$ cat src/rtl/cpu_pkg.sv
// Shared CPU constants and types used by the interrupt controller.
package cpu_pkg;
  localparam int PC_W      = 10;
  localparam int VEC_SHIFT = 4;
  localparam int N_IRQ     = 4;
  localparam int IDX_W     = $clog2(N_IRQ);
  localparam logic [PC_W-1:0] VEC_BASE = 10'h3C0;

  typedef enum logic [1:0] {IDLE, ENTER, SERVICE, EXIT} irq_state_t;

  // Lowest set index wins; bit 0 is highest priority.
  function automatic logic [IDX_W-1:0] prio_enc(input logic [N_IRQ-1:0] req);
    prio_enc = '0;
    for (int i = N_IRQ - 1; i >= 0; i--)
      if (req[i]) prio_enc = IDX_W'(i);
  endfunction
endpackage

$ cat src/rtl/irq_sync_edge.sv
// Two-flop synchroniser followed by a rising-edge detector for one irq line.
module irq_sync_edge (
  input  logic clk_i,
  input  logic rst_ni,
  input  logic irq_i,
  output logic edge_o
);
  logic s1_q, s2_q, last_q;

  always_ff @(posedge clk_i or negedge rst_ni) begin
    if (!rst_ni) begin
      s1_q   <= 1'b0;
      s2_q   <= 1'b0;
      last_q <= 1'b0;
    end else begin
      s1_q   <= irq_i;
      s2_q   <= s1_q;
      last_q <= s2_q;
    end
  end

  assign edge_o = s2_q & ~last_q;
endmodule

$ cat src/rtl/irq_ctrl.sv
// Four-source interrupt controller: pending latch, fixed-priority arbitration,
// one-cycle ENTER (push + vector) and one-cycle EXIT (pop) sequencing.
module irq_ctrl
  import cpu_pkg::*;
(
  input  logic             clk_i,
  input  logic             rst_ni,
  input  logic [N_IRQ-1:0] irq_i,
  input  logic             mask_we_i,
  input  logic [N_IRQ-1:0] mask_d_i,
  input  logic             ei_i,
  input  logic             di_i,
  input  logic             iret_i,
  input  logic [PC_W-1:0]  pc_in_i,
  output logic             int_take_o,
  output logic             suppress_o,
  output logic [PC_W-1:0]  vector_o,
  output logic             ret_push_o,
  output logic [PC_W-1:0]  ret_addr_o,
  output logic             ret_pop_o,
  output logic [N_IRQ-1:0] pending_o,
  output logic [N_IRQ-1:0] in_service_o,
  output logic             gie_o
);
  irq_state_t       state_q, state_d;
  logic [N_IRQ-1:0] edge_w;
  logic [N_IRQ-1:0] pend_q, pend_d, mask_q, mask_d, insvc_q, insvc_d, clr_w;
  logic [IDX_W-1:0] win_q, win_d;
  logic             gie_q, gie_d, sgie_q, sgie_d;

  for (genvar i = 0; i < N_IRQ; i++) begin : g_sync
    irq_sync_edge u_sync (.clk_i(clk_i), .rst_ni(rst_ni), .irq_i(irq_i[i]), .edge_o(edge_w[i]));
  end

  always_comb begin
    state_d = state_q;
    win_d   = win_q;
    insvc_d = insvc_q;
    gie_d   = gie_q;
    sgie_d  = sgie_q;
    clr_w   = '0;
    mask_d  = mask_we_i ? mask_d_i : mask_q;
    case (state_q)
      IDLE: begin
        if (di_i)      gie_d = 1'b0;
        else if (ei_i) gie_d = 1'b1;
        if (gie_q && |(pend_q & mask_q)) begin
          state_d = ENTER;
          win_d   = prio_enc(pend_q & mask_q);
        end
      end
      ENTER: begin
        clr_w   = N_IRQ'(1) << win_q;
        insvc_d = N_IRQ'(1) << win_q;
        gie_d   = 1'b0;
        sgie_d  = 1'b1;
        state_d = SERVICE;
      end
      SERVICE: begin
        // No nesting: ei has no effect here, di only affects the restored gie.
        if (di_i)   sgie_d  = 1'b0;
        if (iret_i) state_d = EXIT;
      end
      EXIT: begin
        insvc_d = '0;
        gie_d   = sgie_q;
        state_d = IDLE;
      end
      default: state_d = IDLE;
    endcase
    // A fresh edge beats the acknowledge clear on the same bit.
    pend_d = (pend_q & ~clr_w) | edge_w;
  end

  always_ff @(posedge clk_i or negedge rst_ni) begin
    if (!rst_ni) begin
      state_q <= IDLE;
      win_q   <= '0;
      pend_q  <= '0;
      mask_q  <= '0;
      insvc_q <= '0;
      gie_q   <= 1'b0;
      sgie_q  <= 1'b0;
    end else begin
      state_q <= state_d;
      win_q   <= win_d;
      pend_q  <= pend_d;
      mask_q  <= mask_d;
      insvc_q <= insvc_d;
      gie_q   <= gie_d;
      sgie_q  <= sgie_d;
    end
  end

  assign int_take_o   = (state_q == ENTER);
  assign ret_push_o   = int_take_o;
  assign ret_pop_o    = (state_q == EXIT);
  assign suppress_o   = int_take_o | ret_pop_o;
  assign vector_o     = int_take_o ? VEC_BASE + (PC_W'(win_q) << VEC_SHIFT) : '0;
  assign ret_addr_o   = int_take_o ? pc_in_i : '0;
  assign pending_o    = pend_q;
  assign in_service_o = insvc_q;
  assign gie_o        = gie_q;
endmodule

$ cat config.mk
export PLATFORM = sky130hd
export DESIGN_NAME = irq_ctrl
export DESIGN_NICKNAME = d
export VERILOG_FILES = /design/src/rtl/cpu_pkg.sv /design/src/rtl/irq_sync_edge.sv /design/src/rtl/irq_ctrl.sv
export SDC_FILE = /design/constraint.sdc
export NUM_CORES = 1
export LEC_CHECK = 0
export CAP_MARGIN = 15
export CORE_MARGIN = 8
export CORE_UTILIZATION = 43
export CTS_BUF_LIST = sky130_fd_sc_hd__clkbuf_8
export CTS_CLUSTER_SIZE = 28
export DETAILED_ROUTE_END_ITERATION = 12
export PLACE_DENSITY = 0.82
export SLEW_MARGIN = 20
export SYNTH_ARGS = -nofsm -noshare
export SYNTH_HDL_FRONTEND = slang
export SYNTH_SLANG_ARGS = --single-unit
$ cat constraint.sdc
create_clock -name clk_i -period 2.1 [get_ports clk_i]
set_input_delay 0.315 -clock clk_i [delete_from_list [all_inputs] [get_ports clk_i]]
set_output_delay 0.315 -clock clk_i [all_outputs]
set_load 0.01 [all_outputs]
Word-level counts from Yosys, hierarchy flattened --
Cells that the tools add are included.
Word-level totals: flip-flop bits (word level) 30, bits of input ports 24, word-level logic and storage cells 67
Cells by class: $add $sub $neg 1, eq/ne operators 7, shift operators 1, mux-type cells 16, bitwise gates (word level) 13, reductions and logical operators 10
Operators with widths (number):
- $mux 10 | 2
- $mux 2 | 6
- $add 7x7->8 const A | 1
- $and 4x4->4 | 2
- $pmux 2 s4 | 1
- $pmux 4 s2 | 1
- $reduce_and 2->1 | 4
- $ne 2x2->1 const B | 3
- $and 1x1->1 | 4
- $eq 2x2->1 const B | 2
- $mux 4 | 1
- $not 1->1 | 4
- $not 4->4 | 1
- $or 4x4->4 | 1
- $reduce_bool 2->1 | 2
- $reduce_or 4->1 | 1
- $shl 1x2->4 const A | 1
- $mux 1 | 3
- $ne 3x3->1 const B | 1
- $pmux 1 s3 | 1
- $reduce_bool 3->1 | 1
- $eq 2x1->1 const B | 1
- $logic_not 2->1 | 1
- $pmux 1 s2 | 1
- other kinds (2) | 2

Longest topological paths before layout --
Gate-level depths: netlist (run 1).
depth in word-level cells 5, mapped depth 6, mapped depth without buffers 6

Modules after synthesis --
Synthesis (run 1) repeated with hierarchy kept, for this count alone.
Unflattened totals: cells, all modules 110, area total of the unflattened synthesis 1352.5 um^2
Modules (own cells, without submodules):
- irq_ctrl | times used 1, cells each 94, area each 997.2 um^2, seq. area each 450.4 um^2
- irq_sync_edge | times used 4, cells each 4, area each 88.8 um^2, seq. area each 75.1 um^2

Worst setup path before layout (run 1) --
Ideal clock, no wire load.
path kind register to output, start point register state_q[1], end point output ret_addr_o[0], arrival time 1.297 ns, setup slack 0.488 ns, stages on the path, launching flop included 5, path buffers 1, path through dfrtp_1 inv_1 ha_1 clkbuf_1 and2_1
Between the ends: longest elaborated chain between the ends 2
RTL lines:
- start: declaration | RTL line irq_ctrl.sv:25 | irq_state_t state_q, state_d;
- start signal: assignment | RTL line irq_ctrl.sv:85 | state_q <= state_d;
- $eq 2x1->1 | RTL line irq_ctrl.sv:95 | assign int_take_o = (state_q == ENTER);
- named net int_take_o | RTL line irq_ctrl.sv:15 | output logic int_take_o,
- $mux 10 | RTL line irq_ctrl.sv:100 | assign ret_addr_o = int_take_o ? pc_in_i : '0;
- end: declaration | RTL line irq_ctrl.sv:19 | output logic [PC_W-1:0] ret_addr_o,
The timed path passes the listed nets, and every way through them passes these cells.

Final worst setup path (run 1) --
start point register state_q[1], end point output vector_o[4]
Between the ends: longest elaborated chain between the ends 2
RTL lines:
- $eq 2x1->1 | RTL line irq_ctrl.sv:95
- $mux 10 | RTL line irq_ctrl.sv:99 | assign vector_o = int_take_o ? VEC_BASE + (PC_W'(win_q) << VEC_SHIFT) : '0;
- end: declaration | RTL line irq_ctrl.sv:17 | output logic [PC_W-1:0] vector_o,
Every way passes these cells.

==> results.py, run 1 <==
metrics = {
    "timing": {
        "final.setup.tns_ps": 0,
        "skew_ps": 5.98,
        "hold_violations": 0,
        "grt_setup_unrepaired": "false",
        "setup_viol": 0,
        "holdWs_ps": 347,
        "period_share_pct": 89.9,
        "timing.final.max_slew_violations": 0,
        "fmax_mhz": 530,
        "finalCriticalPeriod_ps": 1890,
    },
    "setup_path": {
        "critPathCaptureType": "primary output",
        "path_class": "register to primary output",
        "path_max_fanout": 5,
        "crit_path_start_kind": "register",
        "rr_worst_depth": 7,
        "r2r_slack_ps": 500,
        "r2r_end": "pending_o[0]$_DFF_PN0_",
        "worst_ep_required_time_ps": 1780,
        "rr_startpoint": "state_q[1]$_DFFE_PN0P_",
        "crit_arrival_ps": 1570,
    },
    "worst_hold_path": {
        "holdCritStartpoint": "g_sync[2].u_sync.s1_q$_DFF_PN0_",
        "holdPathEnd": "g_sync[2].u_sync.s2_q$_DFF_PN0_",
        "holdPathStages": 0,
        "hold_class": "register to register",
    },
    "run": {
        "drv_cap": 0,
    },
    "drt": {
        "vias": 1018,
        "postRouteAntennaNets": 0,
        "drtIter0Drc": 27,
        "wl_um": 3160,
        "drtPass1Iterations": 4,
        "avgRoutedWirePerCell_um": 15.6,
        "drc": 0,
        "vias_per_cell": 5.01,
    },
    "synth": {
        "synth_flop_cell": "dfrtp_1",
        "ys_ff_latch": 30,
        "yosys.area.top_type": "dfrtp_1",
        "synth_edf_count": 0,
        "synthCells": 116,
        "synth_top_area_share_pct": 57.3,
        "synth_area_leaders": "dfrtp_1, and2_1, buf_4, ha_1, mux2_2",
        "async_reset_ff_share_pct": 100,
        "netlist-cell-type-count": 31,
        "ys_top_cells_by_count": "dfrtp_1, and2_1, buf_4, inv_1, nand2_1",
        "syn_avg_cell_area_um2": 11.3,
        "ys_warn_count": 0,
        "syn_area_um2": 1310,
        "ys_seq_area_share_pct": 57.3,
        "synth_most_common_cell": "dfrtp_1",
    },
    "clock_network": {
        "cts_max_path_buffers": 2,
        "hold_buffers": 0,
        "root_buffer": "clkbuf_8",
        "numCtsBuffers": 5,
        "clkSinkCount": 30,
        "tritoncts": "done",
        "clk_pin_slew_ps": 60,
        "h-tree-depth": 2,
        "clock_latency_ps": 270,
    },
    "floorplan": {
        "core_area_um2": 2980,
        "rows": 20,
        "boundaryPins": 57,
        "start_util_pct": 44.0,
        "fp.dieW_um": 71.2,
        "die_area_um2": 5070,
        "die_h_um": 71.2,
    },
    "grt": {
        "grt_usage_pct": 12.9,
        "overflow": 0,
        "grt_pass1_vias": 1104,
        "antenna_found_initial": 0,
        "grt_max_degree": 31,
        "grt_pass1_wl_um": 5150,
    },
    "place": {
        "numPortBuffers": 52,
        "gp_congestion": 0.858,
        "dp_hpwl_um": 2510,
    },
    "cells_and_area": {
        "final_nets": 199,
        "antenna_cells": 0,
        "area_growth_pct": 46.3,
        "drive_above_1_share_pct": 10.6,
    },
    "power_and_ir_drop": {
        "power.leakage_nw": 1.01,
        "ir_worst_vdd_uv": 708,
        "power_density_nw_per_um2": 1250,
    },
    "run_status": {
        "status": "complete, no violations",
    },
}
-- cell usage in the layout (no fill, tap or decap), types with 2 or more instances in the layout --
cell	n
ha_2	2
a21oi_1	6
clkdlybuf4s50_1	33
buf_4	2
nand2_1	8
dlymetal6s2s_1	7
a22o_1	2
o21ai_0	5
ha_1	3
and2_1	11
clkbuf_8	5
a31oi_1	2
nor2_1	5
conb_1	4
o22a_1	2
dfrtp_1	30
dlygate4sd2_1	12
inv_1	11
mux2_2	4
-- logic make-up after synthesis --
family	count (synthesis)	synth area share, %
and+or+nand+nor	28	10.8
DFF	30	57.3
other	1	0.286
adders and majority gates	5	4.77
AOI/OAI and AO/OA	26	13.6
buffers and inverters	21	8.68
muxes	5	4.58
-- sequential cells by signal, indices dropped and copies added (netlist names) --
name / count
mask_q: 4
g_sync.u_sync.s1_q: 4
state_q: 2
g_sync.u_sync.s2_q: 4
sgie_q: 1
in_service_o: 4
g_sync.u_sync.last_q: 4
win_q: 2
pending_o: 4
gie_o: 1
-- stage by stage --
step	worst slack (ps)	area (um2)	util (%)	std cells	total power (W)
after floorplan	488	1320	-	119	0.00150
after global placement	289	1830	61.5	196	0.00201
after detailed placement	208	1830	61.5	196	0.00206
after CTS	4.81	1900	63.7	203	0.00245
after global routing	106	1920	64.4	203	0.00258
final	212	1920	64.4	203	0.00239
-- what timing repair did --
action,4_1_cts,5_1_grt
resized for setup,14,8
setup endpoints to repair,12,7
setup buffers,0,0
endpoints found under the hold margin,0,0
pin swaps,0,0
-- metal layers --
| layer | part of all wire [%] | wire length, um | up-vias | global-route usage (%) |
|---|---|---|---|---|
| met5 | 0 | 0 | - | 0 |
| met4 | 0.79 | 25 | 0 | 4.16 |
| met3 | 11 | 354 | 2 | 7.39 |
| met2 | 47 | 1490 | 52 | 21.5 |
| met1 | 41 | 1290 | 482 | 13.4 |
| li1 | - | - | 482 | - |
-- critical path, stage by stage (launching register included) --
cell	delay (ps)
dfrtp_1	420
inv_1	120
ha_2	200
buf_4	140
nand2_1	100
inv_1	60
dlygate4sd2_1	260
-- worst max path at each step --
stage / start / endpoint / depth (start not counted)
after floorplan: state_q[1]$_DFFE_PN0P_ / ret_addr_o[0] / 4
after global placement: state_q[1]$_DFFE_PN0P_ / ret_addr_o[6] / 5
after detailed placement: state_q[1]$_DFFE_PN0P_ / ret_addr_o[1] / 5
after CTS: state_q[0]$_DFFE_PN0P_ / suppress_o / 3
after global routing: state_q[1]$_DFFE_PN0P_ / vector_o[4] / 6
final: state_q[1]$_DFFE_PN0P_ / vector_o[4] / 6
-- power by group --
group          leakage (nW)  internal [W]  total [W]  switching, W
sequential            0.351      0.000713   0.000845      0.000132
clock                0.0466      0.000217   0.000399      0.000182
combinational         0.613      0.000616    0.00115      0.000529
total                  1.01       0.00155    0.00239      0.000844
-- cell type report --
type / count / area [um2]
clock inverter: 2 / 7.51
timing repair buffer: 55 / 549
sequential: 30 / 751
fill: 267 / 1060
tap: 33 / 41.3
multi-input combinational: 68 / 463
clock buffer: 5 / 68.8
inverter: 10 / 37.5
(Power assumes the default switching activity.)
==> run 2: changes to the inputs <==
- CAP_MARGIN: 15 -> 20
==> results of run 2 <==
The final DEF is identical to that of run 1; final timing and power are the same.
==> run 3: changes to the inputs <==
- ABC_CLOCK_PERIOD_IN_PS: unset -> 2100
- HOLD_SLACK_MARGIN: unset -> 0.1
==> results of run 3 <==
The final DEF is identical to that of run 1; final timing and power are the same.
